`config.mk`:
```
export PLATFORM = sky130hd
export DESIGN_NAME = decoder4_ctrl
export DESIGN_NICKNAME = d
export VERILOG_FILES = /design/src/rtl/decoder4_ctrl.sv
export SDC_FILE = /design/constraint.sdc
export NUM_CORES = 1
export LEC_CHECK = 0
export CORE_ASPECT_RATIO = 0.7
export CORE_MARGIN = 4
export CORE_UTILIZATION = 48
export DETAILED_ROUTE_END_ITERATION = 10
export PLACE_DENSITY = 0.77
export SETUP_SLACK_MARGIN = 0.05
export SLEW_MARGIN = 0
export SYNTH_ARGS = -nofsm -noshare
export SYNTH_HDL_FRONTEND = slang
export SYNTH_SLANG_ARGS = --single-unit
```
`constraint.sdc`:
```
create_clock -name clk -period 2.3 [get_ports clk]
set_clock_uncertainty 0.2 [all_clocks]
set_input_delay 0.46 -clock clk [delete_from_list [all_inputs] [get_ports clk]]
set_output_delay 0.46 -clock clk [all_outputs]
set_load 0.1 [all_outputs]
```
`src/rtl/decoder4_ctrl.sv`:
```
// Sequencer for one decoder4 pattern detector: loads a pattern MSB-first, blanks
// stale matches during refill, then counts matches. Optional cnt_ovf via DEC4_CTRL_OVF_EN.
module decoder4_ctrl #(
  parameter int PAT_W = 4,
  parameter int CNT_W = 8
) (
  input  logic             clk,
  input  logic             clr,
  input  logic [PAT_W-1:0] cfg_pattern,
  input  logic             cfg_valid,
  output logic             cfg_ready,
  input  logic             sig_in,
  output logic             dec_prgm,
  output logic             dec_enable,
  output logic             dec_sig,
  input  logic             dec_out,
  output logic             armed,
  output logic             match_pulse,
  output logic [CNT_W-1:0] match_count
`ifdef DEC4_CTRL_OVF_EN
  ,
  output logic             cnt_ovf
`endif
);

  localparam int              BC_W     = $clog2(PAT_W) + 1;
  localparam logic [BC_W-1:0] LAST_BIT = BC_W'(PAT_W - 1);
  localparam logic [CNT_W-1:0] CNT_MAX = '1;

  typedef enum logic [1:0] {IDLE, LOAD, FLUSH, RUN} state_t;

  state_t             state_q, state_d;
  logic [PAT_W-1:0]   shift_q, shift_d;
  logic [BC_W-1:0]    bit_cnt_q, bit_cnt_d;
  logic               dec_prgm_q, dec_prgm_d;
  logic               dec_enable_q, dec_enable_d;
  logic               dec_sig_q, dec_sig_d;
  logic               armed_q, armed_d;
  logic               match_pulse_q, match_pulse_d;
  logic [CNT_W-1:0]   count_q, count_d;
  logic               accept;
`ifdef DEC4_CTRL_OVF_EN
  logic               ovf_q, ovf_d;
`endif

  assign cfg_ready = (state_q == IDLE) || (state_q == RUN);
  assign accept    = cfg_valid && cfg_ready;

  always_comb begin
    state_d       = state_q;
    shift_d       = shift_q;
    bit_cnt_d     = bit_cnt_q;
    dec_prgm_d    = 1'b0;
    dec_enable_d  = 1'b0;
    dec_sig_d     = 1'b0;
    armed_d       = armed_q;
    match_pulse_d = 1'b0;
    count_d       = count_q;
`ifdef DEC4_CTRL_OVF_EN
    ovf_d         = ovf_q;
`endif

    unique case (state_q)
      IDLE: ;
      LOAD: begin
        dec_enable_d = 1'b1;
        dec_prgm_d   = shift_q[PAT_W-1];
        shift_d      = {shift_q[PAT_W-2:0], 1'b0};
        if (bit_cnt_q == LAST_BIT) begin
          bit_cnt_d = '0;
          state_d   = FLUSH;
        end else begin
          bit_cnt_d = bit_cnt_q + BC_W'(1);
        end
      end
      // Decoder's signal register still holds old bits here, so dec_out is ignored.
      FLUSH: begin
        dec_sig_d = sig_in;
        if (bit_cnt_q == LAST_BIT) begin
          bit_cnt_d = '0;
          state_d   = RUN;
        end else begin
          bit_cnt_d = bit_cnt_q + BC_W'(1);
        end
      end
      RUN: begin
        dec_sig_d = sig_in;
        armed_d   = 1'b1;
        if (armed_q && dec_out) begin
          match_pulse_d = 1'b1;
          count_d       = (count_q == CNT_MAX) ? count_q : count_q + CNT_W'(1);
`ifdef DEC4_CTRL_OVF_EN
          if (count_q == CNT_MAX) ovf_d = 1'b1;
`endif
        end
      end
      default: state_d = IDLE;
    endcase

    // A new pattern overrides anything RUN decided this cycle, including a match.
    if (accept) begin
      state_d       = LOAD;
      shift_d       = cfg_pattern;
      bit_cnt_d     = '0;
      dec_sig_d     = 1'b0;
      armed_d       = 1'b0;
      match_pulse_d = 1'b0;
      count_d       = '0;
`ifdef DEC4_CTRL_OVF_EN
      ovf_d         = 1'b0;
`endif
    end
  end

  always_ff @(posedge clk or negedge clr) begin
    if (!clr) begin
      state_q       <= IDLE;
      shift_q       <= '0;
      bit_cnt_q     <= '0;
      dec_prgm_q    <= 1'b0;
      dec_enable_q  <= 1'b0;
      dec_sig_q     <= 1'b0;
      armed_q       <= 1'b0;
      match_pulse_q <= 1'b0;
      count_q       <= '0;
`ifdef DEC4_CTRL_OVF_EN
      ovf_q         <= 1'b0;
`endif
    end else begin
      state_q       <= state_d;
      shift_q       <= shift_d;
      bit_cnt_q     <= bit_cnt_d;
      dec_prgm_q    <= dec_prgm_d;
      dec_enable_q  <= dec_enable_d;
      dec_sig_q     <= dec_sig_d;
      armed_q       <= armed_d;
      match_pulse_q <= match_pulse_d;
      count_q       <= count_d;
`ifdef DEC4_CTRL_OVF_EN
      ovf_q         <= ovf_d;
`endif
    end
  end

  assign dec_prgm    = dec_prgm_q;
  assign dec_enable  = dec_enable_q;
  assign dec_sig     = dec_sig_q;
  assign armed       = armed_q;
  assign match_pulse = match_pulse_q;
  assign match_count = count_q;
`ifdef DEC4_CTRL_OVF_EN
  assign cnt_ovf     = ovf_q;
`endif

endmodule

```
### After elaboration in Yosys (flattened, before gate mapping)

Index checks and enable logic that the tools add are counted.

* word-level logic and storage cells: 54
* bits of input ports: 9
* register bits: 22

* multiplexer cells: 22
* eq/ne operators: 8
* reductions and logical operators: 13
* add/sub/neg operators: 2

Operators with widths (number)
* two-way mux 8 bit: 4
* two-way mux 1 bit: 9
* two-way mux 3 bit: 3
* adder 8 x 1 -> 8 bit (second input constant): 1
* equality test 8 bit (second input constant): 1
* two-way mux 4 bit: 2
* nonzero test 2 bit: 4
* two-way mux 2 bit: 3
* != test 3 bit (second input constant): 2
* AND reduction 3 bit: 2
* equality test 2 bit (second input constant): 2
* one-hot mux 2 bit (2 select lines): 1
* OR reduction 2 bit: 2
* adder 3 x 1 -> 3 bit (second input constant): 1
* equality test 3 x 2 -> 1 bit (second input constant): 1
* nonzero test 3 bit: 1
* equality test 2 x 1 -> 1 bit (second input constant): 1
* logical AND 1 bit: 2
* logical NOT 2 bit: 1
* != test 2 bit (second input constant): 1
* logical OR 1 bit: 1

### Longest topological paths before layout

Gate-level depths: netlist of the first run.

* depth in word-level cells: 5
* depth in mapped cells: 6
* depth with buffers taken out: 5

### Least setup slack after synthesis of the first run

Ideal clock, no wire load.

* path kind: reg2reg
* start: register count_q[0], in the netlist match_count[0]
* end: register count_q[7], in the netlist match_count[7]
* clock period less this slack: 2493 ps
* slack: -193 ps
* data arrival time: 2215 ps
* required time: 2022 ps
* cell stages (with the launch flop): 6
* cells stage by stage: dfrtp_1 ha_1 and2_1 a211o_1 or4_1 a21oi_1

* longest elaborated chain between the ends: 5
* elaborated cells on any way between the ends: 8

RTL lines
* start, declared: RTL line 40 `logic [CNT_W-1:0] count_q, count_d;`
* start signal, assigned: RTL line 138 `count_q <= count_d;`
* adder 8 x 1 -> 8 bit: RTL line 91 `count_d = (count_q == CNT_MAX) ? count_q : count_q + CNT_W'(1);`
* two-way mux 8 bit: RTL line 91
* two-way mux 8 bit: RTL line 89 `if (armed_q && dec_out) begin`
* two-way mux 8 bit: RTL line 63 `unique case (state_q)`
* two-way mux 8 bit: RTL line 101 `if (accept) begin`

Parallel ways exist; a longest one is shown, timed or not. The select of a mux whose other input is x is not followed.
A chain may end at the register's enable or synchronous reset.

### Worst setup path in the final report of the first run

Ends and elaborated chain as after synthesis.

==> results by group, run 1 <==
Global routing
  – Met3 track utilization from global routing: 5.37%
  – Antenna violations before repair: 0
  – Wire length of the first global-routing pass: 3.59 mm
  – Met1 track utilization from global routing: 20.9%
  – Overflow left after global routing: 0
  – Overall routing resource usage: 16.5%
  – Met2 usage in global routing: 28.5%
  – Via count of the first global-routing pass: 745
  – Largest net degree at the start of global routing: 23
  – Global route hottest layer: met2

Clock tree
  – Setup repair bufs after CTS: 0
  – Number of gates given a new drive strength after cts: 0
  – Maximum level of the CTS H-tree: 1
  – Cell at the root of the clock tree: clkbuf_4
  – Number of buffers inserted by hold repair at cts: 0
  – Worst-skew pair later-pin latency: 300 ps
  – Reg clk slew, reported paths: 120 ps
  – CTS tree: done
  – Sinks on the clock net: 22
  – Worst-case clock buffer depth: 2
  – CTS buffer count: 3

Die
  – X dimension of the die: 63.1 µm
  – Cell Rows: 13
  – Initial core utilization: 52.6%
  – Core area: 0.00194 mm²
  – I/O pins: 23
  – Full die area: 0.00293 mm²
  – Die extent in y: 46.5 µm

Logic synthesis
  – Sequential area share after synthesis: 54.1%
  – Share of the synthesized area in the top cell type: 54.1%
  – Avg Synthesized Cell Area: 10.3 µm²
  – Primary FF master, synth: dfrtp_1
  – Yosys cell types: 26
  – YS warnings: 0
  – Cell type contributing the most total cell area after synthesis: dfrtp_1
  – Number of flops mapped to enable cells by yosys: 0
  – Proportion of register bits with asynchronous set or reset after synthesis: 100%
  – Dominant cells by area after synthesis: dfrtp_1 (54%), ha_1 (6.1%), mux2i_1 (3.9%)
  – Synthesized Nets: 113
  – Number of instances in the synthesized netlist: 99
  – Yosys reg bits: 22
  – Post-synthesis cell area: 0.00102 mm²

Pwr
  – Switching share of power: 50.7%
  – Leakage power figure: 0.615 nW
  – Switch Pwr: 876 µW
  – P per Cell Area: 1320 mW/mm²
  – Sequential Power Share: 33.1%
  – Power share of the combinational group: 56.7%
  – Worst-case vdd ir drop: 0.969 mV
  – Internal power contribution: 852 µW
  – Clock group share of total power: 10.2%

Routing
  – Wire per inst: 14.9 µm
  – Remaining DRCs: 0
  – Overall routed net length: 2.22 mm
  – Final ANT Viol Nets: 0
  – Initial DRC count: 43
  – Detailed-route vias per instance: 5.52
  – Number of vias after detailed routing: 823
  – Number of detailed-routing iterations run before antenna repair: 4

Critical path
  – CP peak stage delay: 470 ps
  – Required time reported for the critical path endpoint: 2330 ps
  – Ordered list of cells on the worst path: ha_1, and2_1, a211o_1, or4_1, a21oi_1
  – Category of the critical setup timing path: reg -> reg
  – Cell with the largest stage delay on the worst path: or4_1
  – Type of element capturing the critical path: register
  – Crit start category: register
  – Data arrival time of the worst path: 2130 ps
  – Highest net fanout along the worst path: 4

STA
  – Number of failing setup endpoints in the final timing report: 0
  – Shortest clock period the worst path allows after layout: 2100 ps
  – Count of final max-slew check failures: 0
  – Fmax: 0.476 GHz
  – Tightest Pin Transition: 587 ps
  – Post-route fraction of the period consumed by the critical path: 91.2%
  – Unrepaired setup endpoints after global routing: false
  – Summed negative setup slack over all endpoints: 0 ps
  – Relative slew margins: 59.8%
  – Worst Hold Slack: 286 ps
  – Final hold vios: 0

Outcome
  – Result of the run: complete, no violations

Hold path
  – Worst min-delay path class: in -> async

Cells and area
  – Layout Area Growth over Synthesis: 28.1%
  – Number of diodes added for antenna fixing: 0
  – Ratio of cells with drive above 1 in the final layout: 22.0%
  – Highest-count cells in the layout ignoring fill and taps: buf_4 (18), dfrtp_1 (17), nor2_1 (10), nand2_1 (10)
  – Most common cell after layout, fill and taps aside: buf_4
  – Post-layout net count: 142

Placement
  – Detailed Place HPWL: 1.69 mm
  – Final weighted congestion in routability-driven placement: 0.909
  – Buffers on Ports: 22

Job
  – Max-cap viol count: 0
[kinds of logic after synthesis]
kind of cell             Yosys count  synth area share, %
XOR/XNOR                           3                 2.58
buffers and inverters              7                 2.58
AND/OR/NAND/NOR                   35                 16.7
flip-flops                        22                 54.1
AO/OA/AOI/OAI                     23                 14.0
adder cells (fa/ha/maj)            5                 6.14
multiplexers                       4                 3.93
[layer usage]
layer | wire, µm | vias to the layer above
li1 | - | 408
met1 | 1010 | 377
met2 | 1050 | 36
met3 | 153 | 2
met4 | 10 | 0
met5 | 0 | -
[worst max-delay path: cells and delay by family, from the launching register on]
| family | cells | cell delay [ps] |
|---|---|---|
| compound gates | 2 | 470 |
| simple gates | 2 | 660 |
| flops | 1 | 450 |
| fa+ha+maj | 1 | 250 |
[final timing paths]
kind                                                 start                    endpoint  slack, ps  cells past startpoint
worst max-delay path            match_count[0]$_DFFE_PN0P_  match_count[7]$_DFFE_PN0P_        200                      5
max in group asynchronous                              clr  match_count[4]$_DFFE_PN0P_       1370                      2
worst max register to register  match_count[0]$_DFFE_PN0P_  match_count[7]$_DFFE_PN0P_        200                      5
worst min register to register      shift_q[3]$_DFFE_PN0P_          dec_prgm$_DFF_PN0_        300                      1
min in group clk                    shift_q[3]$_DFFE_PN0P_          dec_prgm$_DFF_PN0_        300                      1
worst min-delay path                                   clr    bit_cnt_q[0]$_DFFE_PN0P_        290                      2
[per-stage QoR]
stage          instances  setup slack (ps)  utilization [%]  power, mW  area [µm²]
2_1_floorplan         99              37.4                -       1.30        1030
4_1_cts              149               204             67.4       1.75        1310
3_5_place_dp         145              96.6             66.1       1.57        1280
3_3_place_gp         145               153             66.1       1.54        1280
6_report             149               201             67.4       1.73        1310
5_1_grt              149               107             67.4       1.84        1310
[power groups by stage]
| stage | Sequential [mW] | Combinational (mW) | Clock [mW] |
|---|---|---|---|
| 3_5_place_dp | 0.581 | 0.989 | 0 |
| 4_1_cts | 0.573 | 0.992 | 0.187 |
| 5_1_grt | 0.589 | 1.04 | 0.206 |
| 6_report | 0.572 | 0.979 | 0.177 |
| 3_3_place_gp | 0.571 | 0.969 | 0 |
| 2_1_floorplan | 0.902 | 0.393 | 0 |
[synthesized netlist by cell type, types with 2 or more instances]
master	instances
a211o_1	2
a21oi_1	5
nand2_1	10
and2_1	3
nor2_1	10
mux2i_1	4
clkbuf_1	3
or4_1	2
o21ai_0	8
o211ai_1	2
dfrtp_1	22
nand3_1	4
inv_1	4
o31ai_1	3
ha_1	5
xor2_1	2
[sequential cells by signal, summed over array words and instances (netlist names), 2 cells and up]
name         count
shift_q          4
bit_cnt_q        3
match_count      8
state_q          2
[cell type report]
class / count / area [µm²]
fillers: 159 / 631
repair buffers: 27 / 235
well taps: 22 / 27.5
flip-flops and latches: 22 / 557
inverters: 4 / 15.0
multi-input cells: 70 / 444
clock buffers: 4 / 26.3
Note: power is estimated with default switching activity, not from simulation.
==> run 2, diff against run 1 <==
--- a/config.mk
+++ b/config.mk
@@ -5,12 +5,13 @@
 export SDC_FILE = /design/constraint.sdc
 export NUM_CORES = 1
 export LEC_CHECK = 0
-export CORE_ASPECT_RATIO = 0.7
 export CORE_MARGIN = 4
-export CORE_UTILIZATION = 48
+export CORE_UTILIZATION = 59
 export DETAILED_ROUTE_END_ITERATION = 10
-export PLACE_DENSITY = 0.77
+export DONT_BUFFER_PORTS = 1
+export PLACE_DENSITY = 0.75
 export SETUP_SLACK_MARGIN = 0.05
+export SKIP_CTS_REPAIR_TIMING = 1
 export SLEW_MARGIN = 0
 export SYNTH_ARGS = -nofsm -noshare
 export SYNTH_HDL_FRONTEND = slang
==> results by group, run 2 (synthesized netlist as in run 1, its figures left out) <==
Clock tree
  – Cell at the root of the clock tree: clkbuf_4
  – Worst-skew pair later-pin latency: 310 ps
  – Sinks on the clock net: 22
  – Worst-case clock buffer depth: 2
  – CTS buffer count: 3
  – CTS tree: done
  – Reg clk slew, reported paths: 120 ps
  – Maximum level of the CTS H-tree: 1

STA
  – Final hold vios: 0
  – Relative slew margins: 65.2%
  – Shortest clock period the worst path allows after layout: 2140 ps
  – Unrepaired setup endpoints after global routing: false
  – Minimum setup slack in the final design: 161 ps
  – Fmax: 0.467 GHz
  – Worst Hold Slack: 51.1 ps
  – Tightest Pin Transition: 509 ps
  – Post-route fraction of the period consumed by the critical path: 93.0%
  – Number of failing setup endpoints in the final timing report: 0
  – Count of final max-slew check failures: 0
  – Summed negative setup slack over all endpoints: 0 ps

Placement
  – Buffers on Ports: 0
  – Setup slack at placement: 313 ps
  – Final weighted congestion in routability-driven placement: 0.805
  – Detailed Place HPWL: 1.51 mm

Critical path
  – Category of the critical setup timing path: reg -> out
  – Data arrival time of the worst path: 1480 ps
  – Highest net fanout along the worst path: 7
  – Crit start category: register
  – Type of element capturing the critical path: output pin
  – Required time reported for the critical path endpoint: 1640 ps

Pwr
  – Power consumption: 1.67 mW
  – Worst-case vdd ir drop: 0.829 mV
  – P per Cell Area: 1390 mW/mm²
  – Leakage power figure: 0.575 nW

Routing
  – Wire per inst: 15.8 µm
  – Remaining DRCs: 0
  – Detailed-route vias per instance: 6.17
  – Final ANT Viol Nets: 0
  – Overall routed net length: 2.10 mm
  – Number of vias after detailed routing: 821
  – Initial DRC count: 13
  – Number of detailed-routing iterations run before antenna repair: 4

Global routing
  – Antenna violations before repair: 0
  – Via count of the first global-routing pass: 804
  – Wire length of the first global-routing pass: 3.65 mm
  – Largest net degree at the start of global routing: 23
  – Overflow left after global routing: 0
  – Overall routing resource usage: 19.4%

Cells and area
  – Layout Area Growth over Synthesis: 18.3%
  – Number of diodes added for antenna fixing: 0
  – Highest-count cells in the layout ignoring fill and taps: dfrtp_1 (17), buf_4 (15), nor2_1 (10), nand2_1 (10), o21ai_0 (8)
  – Max reg flops: 8
  – Post-layout net count: 132
  – Layout filler cell count: 108
  – Ratio of cells with drive above 1 in the final layout: 21.4%
  – Most common cell after layout, fill and taps aside: dfrtp_1
  – Final core utilization: 76.4%

Job
  – Max-cap viol count: 0

Die
  – Initial core utilization: 64.6%
  – Core area: 0.00158 mm²
  – Die extent in y: 49.5 µm
  – I/O pins: 23
  – Full die area: 0.00245 mm²
  – Cell Rows: 14
  – X dimension of the die: 49.5 µm

Hold path
  – Worst min-delay path class: in -> reg

Outcome
  – Result of the run: complete, no violations
[run 2: cell count changes in the layout (fill, tap and decap cells not counted), sizes merged]
| cell | before | now |
|---|---|---|
| clkdlybuf4s50 | 8 | 0 |
| buf | 19 | 16 |
| dlygate4sd3 | 0 | 1 |
[run 2: power by group]
part / internal [mW] / switching, mW
registers: 0.498 / 0.0626
logic: 0.227 / 0.697
clock network: 0.0678 / 0.116
[run 2: through the flow]
step           cell area, µm²  std cells
2_1_floorplan            1030         99
3_3_place_gp             1150        127
3_5_place_dp             1150        127
4_1_cts                  1170        131
5_1_grt                  1200        133
6_report                 1200        133
[run 2: path summary, 6_finish.rpt]
check	endpoint	slack, ps	from	cells past startpoint
worst max-delay path	cfg_ready	160	state_q[0]$_DFFE_PN0P_	3
worst min-delay path	shift_q[0]$_DFFE_PN0P_	50	cfg_pattern[0]	2
worst max register to register	match_count[7]$_DFFE_PN0P_	270	match_count[0]$_DFFE_PN0P_	5
worst min register to register	dec_prgm$_DFF_PN0_	310	shift_q[3]$_DFFE_PN0P_	1
max in group asynchronous	armed$_DFFE_PN0P_	1400	clr	2
min in group asynchronous	match_count[7]$_DFFE_PN0P_	350	clr	2
[run 2: final cells by class]
type / instances / area [µm²] / area share (%)
sequential: 22 / 557 / 46.2
multi-input combinational: 70 / 444 / 36.9
timing repair buffer: 17 / 143 / 11.8
clock buffer: 4 / 26.3 / 2.18
tap: 16 / 20.0 / 1.66
inverter: 4 / 15.0 / 1.25
[run 2: worst max-delay path: stages (launching register included)]
cell and delay, ps:
dfrtp_1 400, inv_1 70, ha_2 380, buf_4 310
[run 2: layer usage]
metal / vias to the layer above / wire, µm / GRT usage [%]
li1: 389 / - / -
met4: 0 / 30 / 7.83
met1: 401 / 845 / 22.4
met3: 5 / 120 / 4.52
met5: - / 0 / 0
met2: 26 / 1110 / 34.4
==> run 3, diff against run 2 <==
--- a/config.mk
+++ b/config.mk
@@ -5,6 +5,7 @@
 export SDC_FILE = /design/constraint.sdc
 export NUM_CORES = 1
 export LEC_CHECK = 0
+export ABC_CLOCK_PERIOD_IN_PS = 2300
 export CORE_MARGIN = 4
 export CORE_UTILIZATION = 59
 export DETAILED_ROUTE_END_ITERATION = 10
==> results of run 3 <==
The final DEF is identical to that of run 2; final timing and power are the same.
